[src/rtl/spi_master_multi.sv]
// SPI master with runtime CPOL/CPHA, programmable SCK half-period and NUM_CS chip selects.
// Configuration is captured when a transfer is accepted and held until it completes.
module spi_master_multi #(
  parameter  int DATA_W = 8,
  parameter  int NUM_CS = 4,
  parameter  int DIV_W  = 8,
  localparam int SEL_W  = (NUM_CS > 1) ? $clog2(NUM_CS) : 1
) (
  input  logic              CLOCK,
  input  logic              RESET,
  input  logic              I_start,
  input  logic              I_cpol,
  input  logic              I_cpha,
  input  logic [SEL_W-1:0]  I_cs_sel,
  input  logic [DIV_W-1:0]  I_div,
  input  logic [DATA_W-1:0] I_tx_data,
  output logic [DATA_W-1:0] O_rx_data,
  output logic              O_busy,
  output logic              O_done,
  input  logic              I_spi_miso,
  output logic              O_spi_sck,
  output logic [NUM_CS-1:0] O_spi_cs_n,
  output logic              O_spi_mosi
);

  localparam int EDGE_W = $clog2(2 * DATA_W + 1);
  localparam logic [EDGE_W-1:0] LAST_EDGE = EDGE_W'(2 * DATA_W);

  typedef enum logic [1:0] {
    IDLE,
    LEAD,
    XFER,
    TRAIL
  } state_t;

  state_t            state_q, state_d;
  logic              cpol_q, cpol_d;
  logic              cpha_q, cpha_d;
  logic [DIV_W-1:0]  div_q, div_d;
  logic [DIV_W-1:0]  cnt_q, cnt_d;
  logic [EDGE_W-1:0] edge_q, edge_d;
  logic [DATA_W-1:0] tx_sh_q, tx_sh_d;
  logic [DATA_W-1:0] rx_sh_q, rx_sh_d;
  logic [DATA_W-1:0] rx_data_q, rx_data_d;
  logic              sck_q, sck_d;
  logic              mosi_q, mosi_d;
  logic [NUM_CS-1:0] cs_n_q, cs_n_d;
  logic              busy_q, busy_d;
  logic              done_q, done_d;

  logic [NUM_CS-1:0] cs_sel_n;
  logic              tick;
  logic              fire;
  logic [EDGE_W-1:0] edge_num;
  logic              sample_edge;
  logic              shift_edge;

  // An out-of-range select simply matches no line, leaving every CS high.
  always_comb begin
    cs_sel_n = '1;
    for (int i = 0; i < NUM_CS; i++) begin
      if (32'(I_cs_sel) == 32'(i)) cs_sel_n[i] = 1'b0;
    end
  end

  always_comb begin
    state_d     = state_q;
    cpol_d      = cpol_q;
    cpha_d      = cpha_q;
    div_d       = div_q;
    cnt_d       = cnt_q;
    edge_d      = edge_q;
    tx_sh_d     = tx_sh_q;
    rx_sh_d     = rx_sh_q;
    rx_data_d   = rx_data_q;
    sck_d       = sck_q;
    mosi_d      = mosi_q;
    cs_n_d      = cs_n_q;
    busy_d      = busy_q;
    done_d      = 1'b0;
    fire        = 1'b0;
    edge_num    = '0;
    sample_edge = 1'b0;
    shift_edge  = 1'b0;
    tick        = (cnt_q == div_q);

    case (state_q)
      IDLE: begin
        sck_d  = I_cpol;
        cs_n_d = '1;
        if (I_start) begin
          state_d = LEAD;
          cpol_d  = I_cpol;
          cpha_d  = I_cpha;
          div_d   = I_div;
          cnt_d   = '0;
          edge_d  = '0;
          rx_sh_d = '0;
          cs_n_d  = cs_sel_n;
          busy_d  = 1'b1;
          if (I_cpha) begin
            tx_sh_d = I_tx_data;
          end else begin
            mosi_d  = I_tx_data[DATA_W-1];
            tx_sh_d = {I_tx_data[DATA_W-2:0], 1'b0};
          end
        end
      end
      LEAD: begin
        sck_d = cpol_q;
        cnt_d = tick ? '0 : cnt_q + 1'b1;
        if (tick) begin
          state_d  = XFER;
          fire     = 1'b1;
          edge_num = EDGE_W'(1);
        end
      end
      XFER: begin
        cnt_d = tick ? '0 : cnt_q + 1'b1;
        if (tick) begin
          if (edge_q == LAST_EDGE) begin
            state_d = TRAIL;
          end else begin
            fire     = 1'b1;
            edge_num = edge_q + 1'b1;
          end
        end
      end
      TRAIL: begin
        sck_d = cpol_q;
        cnt_d = tick ? '0 : cnt_q + 1'b1;
        if (tick) begin
          state_d   = IDLE;
          cs_n_d    = '1;
          busy_d    = 1'b0;
          done_d    = 1'b1;
          rx_data_d = rx_sh_q;
        end
      end
      default: state_d = IDLE;
    endcase

    // Odd edges are leading edges; CPHA picks which of leading/trailing samples.
    if (fire) begin
      edge_d      = edge_num;
      sck_d       = ~sck_q;
      sample_edge = cpha_q ? ~edge_num[0] : edge_num[0];
      shift_edge  = cpha_q ? edge_num[0] : (~edge_num[0] && (edge_num != LAST_EDGE));
      if (sample_edge) rx_sh_d = {rx_sh_q[DATA_W-2:0], I_spi_miso};
      if (shift_edge) begin
        mosi_d  = tx_sh_q[DATA_W-1];
        tx_sh_d = {tx_sh_q[DATA_W-2:0], 1'b0};
      end
    end
  end

  always_ff @(posedge CLOCK or posedge RESET) begin
    if (RESET) begin
      state_q   <= IDLE;
      cpol_q    <= 1'b0;
      cpha_q    <= 1'b0;
      div_q     <= '0;
      cnt_q     <= '0;
      edge_q    <= '0;
      tx_sh_q   <= '0;
      rx_sh_q   <= '0;
      rx_data_q <= '0;
      sck_q     <= 1'b0;
      mosi_q    <= 1'b0;
      cs_n_q    <= '1;
      busy_q    <= 1'b0;
      done_q    <= 1'b0;
    end else begin
      state_q   <= state_d;
      cpol_q    <= cpol_d;
      cpha_q    <= cpha_d;
      div_q     <= div_d;
      cnt_q     <= cnt_d;
      edge_q    <= edge_d;
      tx_sh_q   <= tx_sh_d;
      rx_sh_q   <= rx_sh_d;
      rx_data_q <= rx_data_d;
      sck_q     <= sck_d;
      mosi_q    <= mosi_d;
      cs_n_q    <= cs_n_d;
      busy_q    <= busy_d;
      done_q    <= done_d;
    end
  end

  assign O_rx_data  = rx_data_q;
  assign O_busy     = busy_q;
  assign O_done     = done_q;
  assign O_spi_sck  = sck_q;
  assign O_spi_mosi = mosi_q;
  assign O_spi_cs_n = cs_n_q;

endmodule

[config.mk]
export PLATFORM = sky130hd
export DESIGN_NAME = spi_master_multi
export DESIGN_NICKNAME = d
export VERILOG_FILES = /design/src/rtl/spi_master_multi.sv
export SDC_FILE = /design/constraint.sdc
export NUM_CORES = 1
export LEC_CHECK = 0
export BUFFER_PORTS_ARGS = -buffer_cell sky130_fd_sc_hd__buf_2
export CAP_MARGIN = 0
export CORE_MARGIN = 2
export CORE_UTILIZATION = 51
export DETAILED_ROUTE_END_ITERATION = 7
export PLACE_DENSITY = 0.75
export SETUP_SLACK_MARGIN = 0.3
export SLEW_MARGIN = 20
export SYNTH_ARGS = -nofsm -noshare
export SYNTH_HDL_FRONTEND = slang
export SYNTH_SLANG_ARGS = --single-unit
[constraint.sdc]
create_clock -name CLOCK -period 2.07 [get_ports CLOCK]
set_clock_uncertainty 0.05 [all_clocks]
set_input_delay 0.5175 -clock CLOCK [delete_from_list [all_inputs] [get_ports CLOCK]]
set_output_delay 0.5175 -clock CLOCK [all_outputs]
set_load 0.005 [all_outputs]
After elaboration in Yosys (flattened, before gate mapping)
Index checks and enable logic that the tools add are counted.
Widths: inputs -> output; s select.
{"block": "totals", "ram_bits": 0, "mem_count": 0, "latch_bits": 0, "input_bits": 24, "wordCells": 96, "rom_bits": 0, "register_bits": 57}
{"block": "classes", "multipliers": 0, "shift": 0, "eq_ne": 14, "n_addsub": 2, "reduce_logical": 15, "n_div": 0, "n_mux": 49, "n_lt_le_gt_ge": 0, "bitwise": 2}
{"cell": "$mux 8", "n": 11}
{"cell": "$mux 5", "n": 5}
{"cell": "$mux 1", "n": 19}
{"cell": "$pmux 8 s2", "n": 1}
{"cell": "$mux 2", "n": 5}
{"cell": "$ne 2x2->1 const B", "n": 5}
{"cell": "$pmux 5 s2", "n": 1}
{"cell": "$add 8x1->8 const B", "n": 1}
{"cell": "$eq 2x2->1 const B", "n": 4}
{"cell": "$eq 8x8->1", "n": 1}
{"cell": "$mux 4", "n": 2}
{"cell": "$pmux 2 s4", "n": 1}
{"cell": "$pmux 4 s2", "n": 1}
{"cell": "$reduce_and 2->1", "n": 4}
{"cell": "$pmux 1 s2", "n": 3}
{"cell": "$reduce_bool 2->1", "n": 3}
{"cell": "$add 5x1->5 const B", "n": 1}
{"cell": "$eq 5x5->1 const B", "n": 1}
{"cell": "$ne 5x5->1 const B", "n": 1}
{"cell": "$reduce_and 5->1", "n": 1}
{"cell": "$eq 2x1->1 const B", "n": 2}
{"cell": "$logic_not 2->1", "n": 2}
{"cell": "$reduce_and 3->1", "n": 1}
{"cell": "$reduce_bool 3->1", "n": 1}
{"cell": "other kinds (4)", "n": 5}

Logic depth before layout (Yosys ltp)
Gate-level depths: netlist of run 1.
{"block": "depth", "word_depth": 9, "mapped_depth": 8, "ltp_nobuf": 7}

Worst setup path after synthesis of run 1
Ideal clock, no wire load.
{"block": "synth_timing", "kind": "reg-to-reg", "startpoint": "register edge_q[0]", "endpoint": "register mosi_q (netlist: O_spi_mosi)", "setup_time_ps": 125, "t_required_ps": 1895, "path_slack_ps": -151, "arrival_time_ps": 2046, "stages_incl_launch_ff": 8, "period_less_slack_ps": 2221, "cell_sequence": "dfrtp_1 inv_1 ha_1 nand4bb_1 nand2_1 or4_4 o221ai_4 mux2_2"}
{"block": "synth_between", "elab_chain_len": 9, "word_cells_on_any_way": 14}
{"item": "start, declared", "line": "41", "rtl": "logic [EDGE_W-1:0] edge_q, edge_d;"}
{"item": "start signal, assigned", "line": "179", "rtl": "edge_q <= edge_d;"}
{"item": "$add 5x1->5 or $eq 5x5->1 (tied branches)", "line": "125, 121"}
{"item": "$mux 5", "line": "121", "rtl": "if (edge_q == LAST_EDGE) begin"}
{"item": "$mux 5", "line": "120", "rtl": "if (tick) begin"}
{"item": "$pmux 5 s2", "line": "87", "rtl": "case (state_q)"}
{"item": "$ne 5x5->1 or $not 1->1 (tied branches)", "line": "148", "rtl": "shift_edge = cpha_q ? edge_num[0] : (~edge_num[0] && (edge_num != LAST_EDGE));"}
{"item": "$logic_and 1x1->1", "line": "148"}
{"item": "$mux 1", "line": "148"}
{"item": "$mux 1", "line": "150", "rtl": "if (shift_edge) begin"}
{"item": "$mux 1 (*)", "line": "144", "rtl": "if (fire) begin"}
{"item": "via mosi_d", "line": "46", "rtl": "logic mosi_q, mosi_d;"}
{"item": "end signal, assigned", "line": "184", "rtl": "mosi_q <= mosi_d;"}
{"item": "end, declared", "line": "46"}
Mark *: on every way through the listed nets, which the timed path passes. The rest lies on a longest branch.
A chain may end at the register's enable or synchronous reset.

Worst setup path in the final report of run 1
{"block": "layout_timing", "startpoint": "register edge_q[0]", "endpoint": "register tx_sh_q[5]"}
{"block": "layout_between", "elab_chain_len": 9, "word_cells_on_any_way": 14}
{"item": "$add 5x1->5 or $eq 5x5->1 (tied branches)", "line": "125, 121"}
{"item": "$mux 5", "line": "121"}
{"item": "$mux 5", "line": "120"}
{"item": "$pmux 5 s2", "line": "87"}
{"item": "$ne 5x5->1 or $not 1->1 (tied branches)", "line": "148"}
{"item": "$logic_and 1x1->1", "line": "148"}
{"item": "$mux 1", "line": "148"}
{"item": "$mux 8", "line": "150"}
{"item": "$mux 8 (*)", "line": "144"}
{"item": "via tx_sh_d[5]", "line": "42", "rtl": "logic [DATA_W-1:0] tx_sh_q, tx_sh_d;"}
{"item": "end signal, assigned", "line": "180", "rtl": "tx_sh_q <= tx_sh_d;"}
{"item": "end, declared", "line": "42"}
Marks and branches as above.

==> flow_metrics.py, run 1 <==
metrics = {
    "outcome": {
        "status": "finished, violations left",
        "violations": "setup timing",
    },
    "grt": {
        "grt-ovfl-total": 0,
        "grt_max_degree": 33,
        "grt_antenna_before_repair": 0,
        "track_usage": 0.256,
        "grt_pass1_wl_um": 12100,
        "grt_pass1_vias": 2459,
    },
    "synth": {
        "synth.yosys.warnings": 0,
        "syn_nets": 286,
        "yosysUniqueCellTypes": 40,
        "ys_ff_latch": 57,
        "avgSynthCellArea_um2": 11.4,
        "syn_inst": 254,
        "ys_seq_area_frac": 0.496,
        "synth_area_um2": 2890,
    },
    "routing": {
        "num_vias": 2423,
        "route.detailed.drc": 0,
        "drt_iter0_markers": 164,
        "viasPerCell": 5.70,
        "routedWlPerCell_um": 19.6,
        "ant_nets": 0,
        "drt_pass1_iterations": 4,
        "wirelength_um": 8310,
    },
    "clock_tree": {
        "root_buffer": "clkbuf_8",
        "numCtsBuffers": 9,
        "cts.sinks": 57,
        "cts.clk_slew.worst_paths_ns": 0.08,
        "cts_tree": "yes",
        "h-tree-depth": 3,
        "cts_hold_buf": 0,
        "worstSkewPairLatency_ns": 0.35,
        "clk_path_buf_depth": 2,
    },
    "cells_and_area": {
        "nNetsFinal": 380,
        "utilization": 0.794,
        "antenna_cells": 0,
        "layout-drive-gt1-share": 0.552,
        "area_growth_pct": 50.5,
        "design_area_um2": 4350,
        "instances_no_fill": 425,
    },
    "setup_path": {
        "critPathMaxFanout": 9,
        "required_ns": 2.24,
        "crit_chain": "inv_2, ha_4, nand4bb_1, nand2_1, or4_4, o221ai_4, buf_12, mux2_2",
        "endpoint_kind": "flip-flop",
        "slowest_delay_ns": 0.52,
        "critPathKind": "reg2reg",
        "cp_slowest_cell": "or4_4",
        "start_kind": "flip-flop",
        "worstPathArrival_ns": 2.50,
    },
    "sta": {
        "max_slew_margin": 0.596,
        "hold_viol": 0,
        "min_period_ns": 2.33,
        "worst_pin_slew_ns": 0.604,
        "worst_slack_ns": -0.258,
        "drv_slew": 0,
        "max_clock_freq_ghz": 0.429,
        "finalSetupViolations": 17,
        "whs_ns": 0.178,
        "final.period_utilization": 1.12,
        "rsz0062_at_grt": "yes",
    },
    "floorplan": {
        "die_area_um2": 6280,
        "coreArea_um2": 5470,
        "die_w_um": 79.3,
        "rows": 27,
        "initial_core_util": 0.528,
        "die-height_um": 79.3,
        "io_pins": 40,
    },
    "place": {
        "port_buffers": 39,
        "post-place-cells": 377,
        "gp_congestion": 0.778,
        "dp_hpwl_um": 4090,
        "dpl_cell_area_um2": 3350,
    },
    "power": {
        "ir_drop_mv": 0.525,
        "power_leakage_nw": 2.14,
        "finalPower_mw": 2.40,
        "power_density_nw_per_um2": 552,
    },
    "min_path": {
        "min_path_type": "in2async",
    },
    "job": {
        "drv_cap": 0,
    },
}
-- placed cells by master, fill, tap and decap left out, types with 8 or more instances in the layout --
cell type / n
buf_2: 39
mux2i_1: 11
mux2_2: 10
o21ai_0: 11
a31o_4: 8
mux2_4: 22
and3_4: 8
nand2_1: 20
clkbuf_8: 11
buf_4: 27
buf_6: 19
dfrtp_1: 53
nor2_1: 11
xor2_1: 13
-- kinds of logic after synthesis --
logic type,share of synthesized area
XOR/XNOR,0.0485
adder cells (fa/ha/maj),0.0347
AO/OA/AOI/OAI,0.0945
multiplexers,0.163
flip-flops,0.496
AND/OR/NAND/NOR,0.139
buffers and inverters,0.0247
-- worst max-delay path, delay by kind of cell, from the launching register on --
family | cells | cell delay, ns
AND/OR/NAND/NOR | 3 | 0.77
flip-flops | 1 | 0.43
multiplexers | 1 | 0.34
buffers and inverters | 2 | 0.24
AO/OA/AOI/OAI | 1 | 0.22
adder cells (fa/ha/maj) | 1 | 0.16
-- per-stage QoR --
step | TNS [ns] | setup slack (ns)
finish | -2.64 | -0.258
global route | -3.40 | -0.310
CTS | -1.15 | -0.154
detailed placement | -1.52 | -0.200
global placement | -0.670 | -0.0905
floorplan | -0.735 | -0.0971
-- metal layers --
metal | global-route usage | wire, µm | vias to the layer above
met2 | 0.423 | 4090 | 88
li1 | - | - | 1100
met5 | 0 | 0 | -
met1 | 0.303 | 3590 | 1212
met3 | 0.0841 | 385 | 23
met4 | 0.116 | 249 | 0
-- final timing paths --
path	startpoint	slack, ns	depth (start not counted)	endpoint
worst max-delay path	edge_q[0]	-0.26	8	tx_sh_q[5]
worst min-delay path	RESET	0.18	2	O_rx_data[3]
worst max register to register	edge_q[0]	-0.26	8	tx_sh_q[5]
worst min register to register	O_spi_sck	0.45	1	O_spi_sck
max in group asynchronous	RESET	1.22	3	tx_sh_q[4]
min in group CLOCK	I_div[1]	0.36	2	div_q[1]
-- cell usage after synthesis (all sizes together) --
library cell / number / area (µm²)
mux2: 32 / 360
buf: 3 / 15.0
dfrtp: 53 / 1330
o21ai: 11 / 55.1
a31oi: 6 / 37.5
inv: 7 / 26.3
and4: 2 / 17.5
nand4bb: 1 / 11.3
or2b: 1 / 7.51
xor2: 13 / 114
a32o: 1 / 10.0
or3: 2 / 12.5
ha: 8 / 100
nor2b: 2 / 12.5
o22ai: 2 / 12.5
mux2i: 11 / 110
nand2: 23 / 86.3
nor2: 14 / 52.6
nor3: 2 / 10.0
a21oi: 1 / 5.00
a211o: 1 / 8.76
and2: 3 / 20.0
nand2b: 1 / 6.26
o221ai: 1 / 26.3
clkbuf: 8 / 30.0
nand4: 5 / 31.3
a21o: 3 / 22.5
and3: 10 / 62.6
a22o: 1 / 8.76
nand3b: 3 / 22.5
nand3: 2 / 10.0
nor4: 2 / 18.8
or4: 1 / 11.3
nand4b: 1 / 8.76
a21boi: 1 / 7.51
a31o: 9 / 78.8
xnor2: 3 / 26.3
dfstp: 4 / 105
-- state kept, by name, indices dropped and copies added (netlist names), 2 cells and up --
signal / cells
O_rx_data: 8
O_spi_cs_n: 4
cnt_q: 8
div_q: 8
edge_q: 5
rx_sh_q: 8
state_q: 2
tx_sh_q: 8
-- what timing repair did --
action                                 4_1_cts  5_1_grt
endpoints found under the hold margin        0        0
pin swaps                                   22       17
setup endpoints to repair                   36       53
resized for setup                           59       46
gates cloned                                 2        1
buffers inserted                            14       15
-- power by group --
group          internal [mW]  total, mW  switching (mW)  leakage, nW
clock network          0.739       1.21           0.469        0.115
logic                 0.0291     0.0757          0.0466         1.28
registers               1.11       1.11               0        0.746
-- layout make-up --
type | count | area [µm²]
clock buffers | 11 | 151
clock inverters | 5 | 77.6
fillers | 313 | 1130
inverters | 7 | 33.8
multi-input cells | 179 | 1770
flip-flops and latches | 57 | 1430
well taps | 72 | 90.1
repair buffers | 94 | 795
Power figures use the tool's default switching activity.
==> run 2, diff against run 1 <==
- GPL_TIMING_DRIVEN: unset -> 0
==> run 2 against run 1 <==
The flow still finishes with violations (setup timing). Sequential power barely moved. Via count down 9.0%. Wire length decreased by 23%. Critical path type unchanged. Largest power group is now registers.
==> flow_metrics.py, run 2 (same netlist as run 1, synthesis figures left out) <==
metrics = {
    "floorplan": {
        "coreArea_um2": 5470,
        "initial_core_util": 0.528,
        "die_w_um": 79.3,
        "io_pins": 40,
        "die_area_um2": 6280,
        "rows": 27,
        "die-height_um": 79.3,
    },
    "sta": {
        "min_period_ns": 2.26,
        "max_clock_freq_ghz": 0.442,
        "worst_slack_ns": -0.190,
        "finalSetupViolations": 8,
        "hold_viol": 0,
        "max_slew_margin": 0.515,
        "drv_slew": 0,
        "worst_pin_slew_ns": 0.725,
        "rsz0062_at_grt": "yes",
        "whs_ns": 0.247,
        "final.period_utilization": 1.09,
    },
    "setup_path": {
        "crit_chain": "inv_2, ha_2, nand4bb_1, nand2_2, or4_4, o221ai_4, buf_12, mux2_2",
        "cp_slowest_cell": "or4_4",
        "slowest_delay_ns": 0.50,
        "worstPathArrival_ns": 2.43,
        "critPathKind": "reg2reg",
        "critPathMaxFanout": 9,
        "endpoint_kind": "flip-flop",
        "start_kind": "flip-flop",
        "reg2reg_slack_ns": -0.19,
        "required_ns": 2.24,
    },
    "clock_tree": {
        "root_buffer": "clkbuf_8",
        "worstSkewPairLatency_ns": 0.34,
        "h-tree-depth": 3,
        "cts_hold_buf": 0,
        "numCtsBuffers": 9,
        "cts.sinks": 57,
        "cts_tree": "yes",
        "cts.clk_slew.worst_paths_ns": 0.06,
        "clk_path_buf_depth": 2,
    },
    "cells_and_area": {
        "layout-drive-gt1-share": 0.480,
        "regArea_um2": 1440,
        "final_cell_mix": "dfrtp_1 (50), buf_2 (37), nand2_1 (19)",
        "nNetsFinal": 355,
        "final_common_cell": "dfrtp_1",
        "n_fill_cell": 404,
        "multi_input_area_um2": 1550,
        "area_growth_pct": 31.4,
        "utilization": 0.693,
        "antenna_cells": 0,
    },
    "place": {
        "port_buffers": 37,
        "dp_hpwl_um": 3940,
        "place_ws_ns": -0.366,
        "gp_congestion": 0.844,
    },
    "grt": {
        "grt_max_degree": 34,
        "grt_pass1_wl_um": 10400,
        "track_usage": 0.217,
        "grt_antenna_before_repair": 0,
        "grt_pass1_vias": 2253,
        "grt-ovfl-total": 0,
    },
    "routing": {
        "num_vias": 2206,
        "route.detailed.drc": 0,
        "wirelength_um": 6420,
        "routedWlPerCell_um": 16.1,
        "ant_nets": 0,
        "drt_iter0_markers": 94,
        "drt_pass1_iterations": 4,
        "viasPerCell": 5.53,
    },
    "power": {
        "finalPower_mw": 2.13,
        "power_leakage_nw": 1.90,
        "power_density_nw_per_um2": 562,
        "ir_drop_mv": 0.405,
    },
    "outcome": {
        "violations": "setup timing",
        "status": "finished, violations left",
    },
    "min_path": {
        "min_path_type": "in2async",
    },
    "job": {
        "drv_cap": 0,
    },
}
[run 2: changes by cell type in the layout (fill, tap and decap cells not counted), moves of 4 or more]
cell | before | now
a31o_2 | 1 | 8
a31o_4 | 8 | 1
and3_1 | 2 | 10
and3_4 | 8 | 0
buf_4 | 27 | 13
buf_6 | 19 | 9
ha_4 | 5 | 1
mux2_2 | 10 | 18
mux2_4 | 22 | 14
[run 2: per-stage QoR]
step | cells | area, µm² | setup TNS (ns)
finish | 399 | 3790 | -1.45
floorplan | 254 | 2950 | -0.735
detailed placement | 364 | 3240 | -4.20
CTS | 395 | 3690 | -2.01
global route | 399 | 3790 | -2.63
global placement | 363 | 3220 | -3.02
[run 2: area by class of cell]
class / instances / area share
inverters: 7 / 0.00792
clock inverters: 3 / 0.00396
plain buffers: 11 / 0.0300
flip-flops and latches: 57 / 0.378
well taps: 72 / 0.0237
multi-input cells: 179 / 0.410
clock buffers: 12 / 0.0435
repair buffers: 58 / 0.103
[run 2: worst paths after layout]
kind                                    from            to  cells after the start
worst max-delay path               edge_q[0]    tx_sh_q[2]                      8
worst min-delay path                   RESET      div_q[2]                      2
worst max register to register     edge_q[0]    tx_sh_q[2]                      8
worst min register to register  O_rx_data[5]  O_rx_data[5]                      1
max in group asynchronous              RESET     edge_q[0]                      3
min in group CLOCK                  I_div[1]      div_q[1]                      2
[run 2: where the power goes]
part | switching [mW] | internal, mW | total (mW)
Sequential | 0 | 1.11 | 1.11
Clock | 0.427 | 0.519 | 0.946
Combinational | 0.0435 | 0.0286 | 0.0720
Total | 0.471 | 1.66 | 2.13
[run 2: timing repair]
action                                  CTS  global route
pin swaps                                 6             4
gates resized for setup                  38            22
cloned                                    2             0
endpoints found under the setup margin   53            53
buffers inserted                         14             4
[run 2: layer usage]
metal / vias up / GRT usage / routed length [µm]
li1: 1051 / - / -
met1: 1100 / 0.275 / 2770
met2: 44 / 0.357 / 3330
met3: 11 / 0.0580 / 221
met4: 0 / 0.0828 / 96
met5: - / 0 / 0
[run 2: critical path, delay by kind of cell (launching register included)]
| family | cells | cell delay (ns) |
|---|---|---|
| simple gates | 3 | 0.76 |
| flops | 1 | 0.41 |
| mux | 1 | 0.33 |
| buf+inv | 2 | 0.21 |
| compound gates | 1 | 0.21 |
| fa+ha+maj | 1 | 0.17 |
